$ cat config.mk
export PLATFORM = sky130hd
export DESIGN_NAME = odd_parity_serializer
export DESIGN_NICKNAME = d
export VERILOG_FILES = /design/src/rtl/odd_parity_serializer.sv
export SDC_FILE = /design/constraint.sdc
export NUM_CORES = 1
export LEC_CHECK = 0
export ABC_AREA = 0
export CORE_MARGIN = 1
export CORE_UTILIZATION = 46
export DETAILED_ROUTE_END_ITERATION = 7
export PLACE_DENSITY = 0.72
export SLEW_MARGIN = 10
export SYNTH_ARGS = -nofsm -noshare
export SYNTH_HDL_FRONTEND = slang
export SYNTH_SLANG_ARGS = --single-unit
$ cat constraint.sdc
create_clock -name clk -period 1.6 [get_ports clk]
set_input_delay 0.24 -clock clk [delete_from_list [all_inputs] [get_ports clk]]
set_output_delay 0.24 -clock clk [all_outputs]
set_load 0.02 [all_outputs]
$ cat src/rtl/odd_parity_serializer.sv
// odd_parity_serializer
//   Takes a DATA_W-bit word over a valid/ready handshake and sends it LSB
//   first on a single wire as a framed character:
//     start(0) | data[0] .. data[DATA_W-1] | odd parity | stop(1)
//   Each bit is held on ser_out for CLKS_PER_BIT clocks. The parity bit is
//   built one bit at a time while the data shifts out.
//
// Handshake: a word transfers on any rising edge where in_valid && in_ready.
//   in_ready is high only in IDLE. The source may raise or drop in_valid at
//   any time. in_data is sampled only on the transfer edge.
//
// Ports
//   clk        rising-edge clock
//   rst_n      asynchronous active-low reset; aborts any frame in flight
//   in_data    word to transmit
//   in_valid   source has a word
//   in_ready   block can accept (state == IDLE)
//   ser_out    registered serial line, idle high
//   busy       high in every state except IDLE
//   done       one-cycle pulse in the first IDLE cycle after STOP
//   parity_bit parity of the last frame; updated on entry to PARITY
//
// The FSM state is held in 'state' (type state_t) so checkers can bind to it.
module odd_parity_serializer #(
  parameter int DATA_W       = 8,
  parameter int CLKS_PER_BIT = 4
) (
  input  logic              clk,
  input  logic              rst_n,
  input  logic [DATA_W-1:0] in_data,
  input  logic              in_valid,
  output logic              in_ready,
  output logic              ser_out,
  output logic              busy,
  output logic              done,
  output logic              parity_bit
);

  // Both counters are at least 1 bit wide, including the degenerate
  // CLKS_PER_BIT=1 and DATA_W=1 cases.
  localparam int CNT_W = (CLKS_PER_BIT > 1) ? $clog2(CLKS_PER_BIT) : 1;
  localparam int BIT_W = (DATA_W > 1) ? $clog2(DATA_W) : 1;
  localparam logic [CNT_W-1:0] CNT_LAST = CNT_W'(CLKS_PER_BIT - 1);
  localparam logic [BIT_W-1:0] BIT_LAST = BIT_W'(DATA_W - 1);

  typedef enum logic [2:0] {
    IDLE   = 3'd0,
    START  = 3'd1,
    DATA   = 3'd2,
    PARITY = 3'd3,
    STOP   = 3'd4
  } state_t;

  state_t            state, state_n;
  logic [DATA_W-1:0] shift_q, shift_n;
  logic              par_q, par_n;
  logic [BIT_W-1:0]  bit_q, bit_n;
  logic [CNT_W-1:0]  cnt_q, cnt_n;
  logic              ser_q, ser_n;
  logic              done_q, done_n;
  logic              pbit_q, pbit_n;
  logic              last_clk;

  always_ff @(posedge clk or negedge rst_n) begin
    if (!rst_n) begin
      state   <= IDLE;
      shift_q <= '0;
      par_q   <= 1'b0;
      bit_q   <= '0;
      cnt_q   <= '0;
      ser_q   <= 1'b1;
      done_q  <= 1'b0;
      pbit_q  <= 1'b0;
    end else begin
      state   <= state_n;
      shift_q <= shift_n;
      par_q   <= par_n;
      bit_q   <= bit_n;
      cnt_q   <= cnt_n;
      ser_q   <= ser_n;
      done_q  <= done_n;
      pbit_q  <= pbit_n;
    end
  end

  always_comb begin
    state_n  = state;
    shift_n  = shift_q;
    par_n    = par_q;
    bit_n    = bit_q;
    cnt_n    = cnt_q;
    done_n   = 1'b0;
    pbit_n   = pbit_q;
    ser_n    = 1'b1;
    last_clk = (cnt_q == CNT_LAST);

    case (state)
      IDLE: begin
        if (in_valid) begin
          // Parity starts at 1, so XOR-ing in every data bit gives odd parity.
          shift_n = in_data;
          par_n   = 1'b1;
          bit_n   = '0;
          cnt_n   = '0;
          state_n = START;
        end
      end
      START: begin
        if (last_clk) begin
          cnt_n   = '0;
          state_n = DATA;
        end else begin
          cnt_n = cnt_q + 1'b1;
        end
      end
      DATA: begin
        if (last_clk) begin
          cnt_n   = '0;
          par_n   = par_q ^ shift_q[0];
          shift_n = shift_q >> 1;
          if (bit_q == BIT_LAST) begin
            bit_n   = '0;
            pbit_n  = par_q ^ shift_q[0];
            state_n = PARITY;
          end else begin
            bit_n = bit_q + 1'b1;
          end
        end else begin
          cnt_n = cnt_q + 1'b1;
        end
      end
      PARITY: begin
        if (last_clk) begin
          cnt_n   = '0;
          state_n = STOP;
        end else begin
          cnt_n = cnt_q + 1'b1;
        end
      end
      STOP: begin
        if (last_clk) begin
          cnt_n   = '0;
          done_n  = 1'b1;
          state_n = IDLE;
        end else begin
          cnt_n = cnt_q + 1'b1;
        end
      end
      default: begin
        state_n = IDLE;
      end
    endcase

    // ser_out is registered. Its value is taken from the state being
    // entered, so the start bit is on the line in the first cycle after the
    // transfer.
    case (state_n)
      START:   ser_n = 1'b0;
      DATA:    ser_n = shift_n[0];
      PARITY:  ser_n = par_n;
      default: ser_n = 1'b1;
    endcase
  end

  assign in_ready   = (state == IDLE);
  assign busy       = (state != IDLE);
  assign ser_out    = ser_q;
  assign done       = done_q;
  assign parity_bit = pbit_q;

endmodule

==> out/results.ini <==
[run_status]
run_status = finished, violations left
violations = negative setup slack

[grt]
grt_pass1_wl_um = 3367
grt_antenna_before_repair = 0
grt_start_max_net_pins = 21
overflow = 0
grt_pass1_vias = 803
grtUsageTotal_pct = 18.41

[timing]
fin_crit_ns = 1.657
hold_violations = 0
worst_slack_ns = -0.05741
slew_violations = 0
max-slew-margin-rel_pct = 79.92
post-route-period-util_pct = 103.6
finalSetupViolCount = 3
tightestPinTransition_ns = 0.2973
fin_setup_tns_ns = -0.1138
fmax_mhz = 603.4
rsz0062_at_grt = yes
clock_skew_ns = 0.01106

[drt]
drc = 0
first_iter_violations = 32
via_per_inst = 5.444
final_antenna_net_count = 0
drt-total-wl_um = 2019
vias = 822
drt_pass1_iterations = 4
routedWlPerCell_um = 13.37

[clock_network]
clk_root_buffer_cell = clkbuf_4
clock_latency_ns = 0.30
cts.reportedPaths.clkPinSlew_ns = 0.12
clk_path_buf_depth = 2
cts.sinks = 20
cts_tree = done
cts_inserted_buffers = 3
htreeDepth = 1

[setup_path]
crit_path_top_delay_cell = dfrtp_1
crit_path_max_fanout = 4
path_cells = ha_2, ha_2, and3_1, o31a_1, nor3b_1, a311oi_1
crit_top_cell = ha_2
rrSetupSlack_ns = -0.06
critPathArrivalTime_ns = 1.86
cpPeakStageDelay_ns = 0.41
r2r_cells = 6
start_kind = flop
endpoint_kind = flop
rr_endpoint = ser_out$_DFF_PN1_
critPathKind = flop to flop
cp.required_ns = 1.80
rr_startpoint = bit_q[0]$_DFFE_PN0P_

[power_and_ir_drop]
ir_worst_vdd_mv = 0.8528
leakagePower_nw = 0.6318
power_mw = 2.318
power.density_nw_per_um2 = 1685

[place]
portBuffers = 15
dpl.hpwl_um = 1393
gp_congestion = 0.7831
place_area_um2 = 1256

[floorplan]
rows = 16
die_h_um = 48.71
dieArea_um2 = 2372
ios = 16
die_x_um = 48.71
start_util_pct = 50.12
core_area_um2 = 2002

[logic_synthesis]
synth_area_um2 = 1003
synth_cell_types = 37
synth_nets = 103
synthCells = 89
synth.yosys.seq_area_share_pct = 50.00
avgSynthCellArea_um2 = 11.27
yosys_register_bits = 20
yosysWarningCount = 0

[worst_hold_path]
hold_class = input pin to asynchronous set/reset pin

[final_layout]
fin_nets = 139
multiInputGateArea_um2 = 466.7
mostFrequentLayoutCells = dfrtp_1, buf_4, nand2_1, clkdlybuf4s50_1, a22oi_1
n_fill_cell = 142
synthToLayoutAreaGrowth_pct = 37.03
final_layout_size_suffix_gt1_share_pct = 32.26
final_area_um2 = 1375
final_util_pct = 68.69
diodes = 0
seqCellArea_um2 = 501.7

[flow_run]
drv_cap = 0

==> logic make-up after synthesis <==
logic type / after synthesis / synth area share, %
compound gates: 24 / 17.96
xor+xnor: 1 / 0.8730
fa+ha+maj: 3 / 3.741
buf+inv: 10 / 6.856
flops: 20 / 50.00
mux: 1 / 1.122
simple gates: 30 / 19.45
==> synth_stat cells <==
master	number	share of area, %
dfrtp_1	19	47
a32o_1	2	2.0
nor3b_1	2	1.5
xnor2_1	1	0.87
clkbuf_1	1	0.37
a22o_1	2	1.7
and3_1	1	0.62
o21ai_0	2	1.0
buf_2	1	0.50
o31a_1	1	0.87
o22ai_1	1	0.62
or3_1	1	0.62
o41ai_1	1	0.87
nor2_2	1	0.62
ha_1	3	3.7
a21bo_2	1	1.0
a22oi_1	7	5.2
nor2b_1	1	0.62
nand2b_1	1	0.62
dfstp_2	1	2.6
a31o_1	1	0.87
and4bb_4	1	1.6
buf_6	4	4.5
or3b_1	1	0.87
nand2_1	14	5.2
or2b_1	1	0.75
a211oi_1	1	0.75
mux2_2	1	1.1
nor4_2	1	1.2
nand3b_1	1	0.75
a21oi_1	3	1.5
and4bb_1	1	1.2
nor4b_4	1	2.4
inv_1	4	1.5
a31oi_1	1	0.62
a311oi_1	1	0.87
nor2_1	2	0.75
==> state kept, by name, summed over array words and instances (netlist names) <==
register,cells
state,3
ser_out,1
parity_bit,1
cnt_q,2
bit_q,3
par_q,1
done,1
shift_q,8
==> area by class of cell <==
type | instances | share of cell area, %
clock buffers | 4 | 2.639
inverters | 4 | 1.092
multi-input cells | 59 | 33.94
flip-flops and latches | 20 | 36.49
well taps | 27 | 2.457
repair buffers | 37 | 23.38
==> stage by stage <==
step | worst slack (ns) | std cells | hold WS (ns)
2_1_floorplan | 0.000008993 | 89 | -0.05559
3_3_place_gp | -0.1216 | 141 | 0.4607
3_5_place_dp | -0.1691 | 141 | 0.4637
4_1_cts | -0.1018 | 147 | 0.2627
5_1_grt | -0.1465 | 151 | 0.2853
6_report | -0.05741 | 151 | 0.2541
==> metal layers <==
layer | up-vias | routed length [µm] | global-route usage [%]
li1 | 392 | - | -
met1 | 405 | 945 | 21.95
met2 | 23 | 979 | 31.94
met3 | 2 | 79 | 4.088
met4 | 0 | 14 | 7.353
met5 | - | 0 | 0
==> how the worst max path moves through the flow <==
stage                                       to                 start  cells past startpoint
after floorplan              ser_out$_DFF_PN1_  cnt_q[0]$_DFFE_PN0P_                      6
after global placement       ser_out$_DFF_PN1_              in_valid                      5
after detailed placement  bit_q[0]$_DFFE_PN0P_              in_valid                      6
after CTS                    ser_out$_DFF_PN1_  bit_q[0]$_DFFE_PN0P_                      6
after global routing         ser_out$_DFF_PN1_  bit_q[0]$_DFFE_PN0P_                      6
final                        ser_out$_DFF_PN1_  bit_q[0]$_DFFE_PN0P_                      6
==> critical path, delay by kind of cell (launching register included) <==
kind / cells / cell delay (ns)
AOI/OAI and AO/OA: 2 / 0.50
DFF: 1 / 0.41
adders and majority gates: 2 / 0.36
and+or+nand+nor: 2 / 0.29
==> report_power, final <==
part / total, mW / internal (mW) / switching (mW)
clock network: 0.294 / 0.139 / 0.155
logic: 1.19 / 0.642 / 0.543
registers: 0.838 / 0.714 / 0.124
total: 2.32 / 1.49 / 0.823
==> what timing repair did <==
| action | in CTS | in global routing |
|---|---|---|
| endpoints found under the setup margin | 13 | 12 |
| cloned | 0 | 0 |
| pin swaps | 2 | 6 |
| gates resized for setup | 11 | 10 |
| setup buffers | 2 | 4 |
| hold buffers | 0 | 0 |
| hold endpoints to repair | 0 | 0 |
No activity file was read; power rests on OpenSTA's default activity.
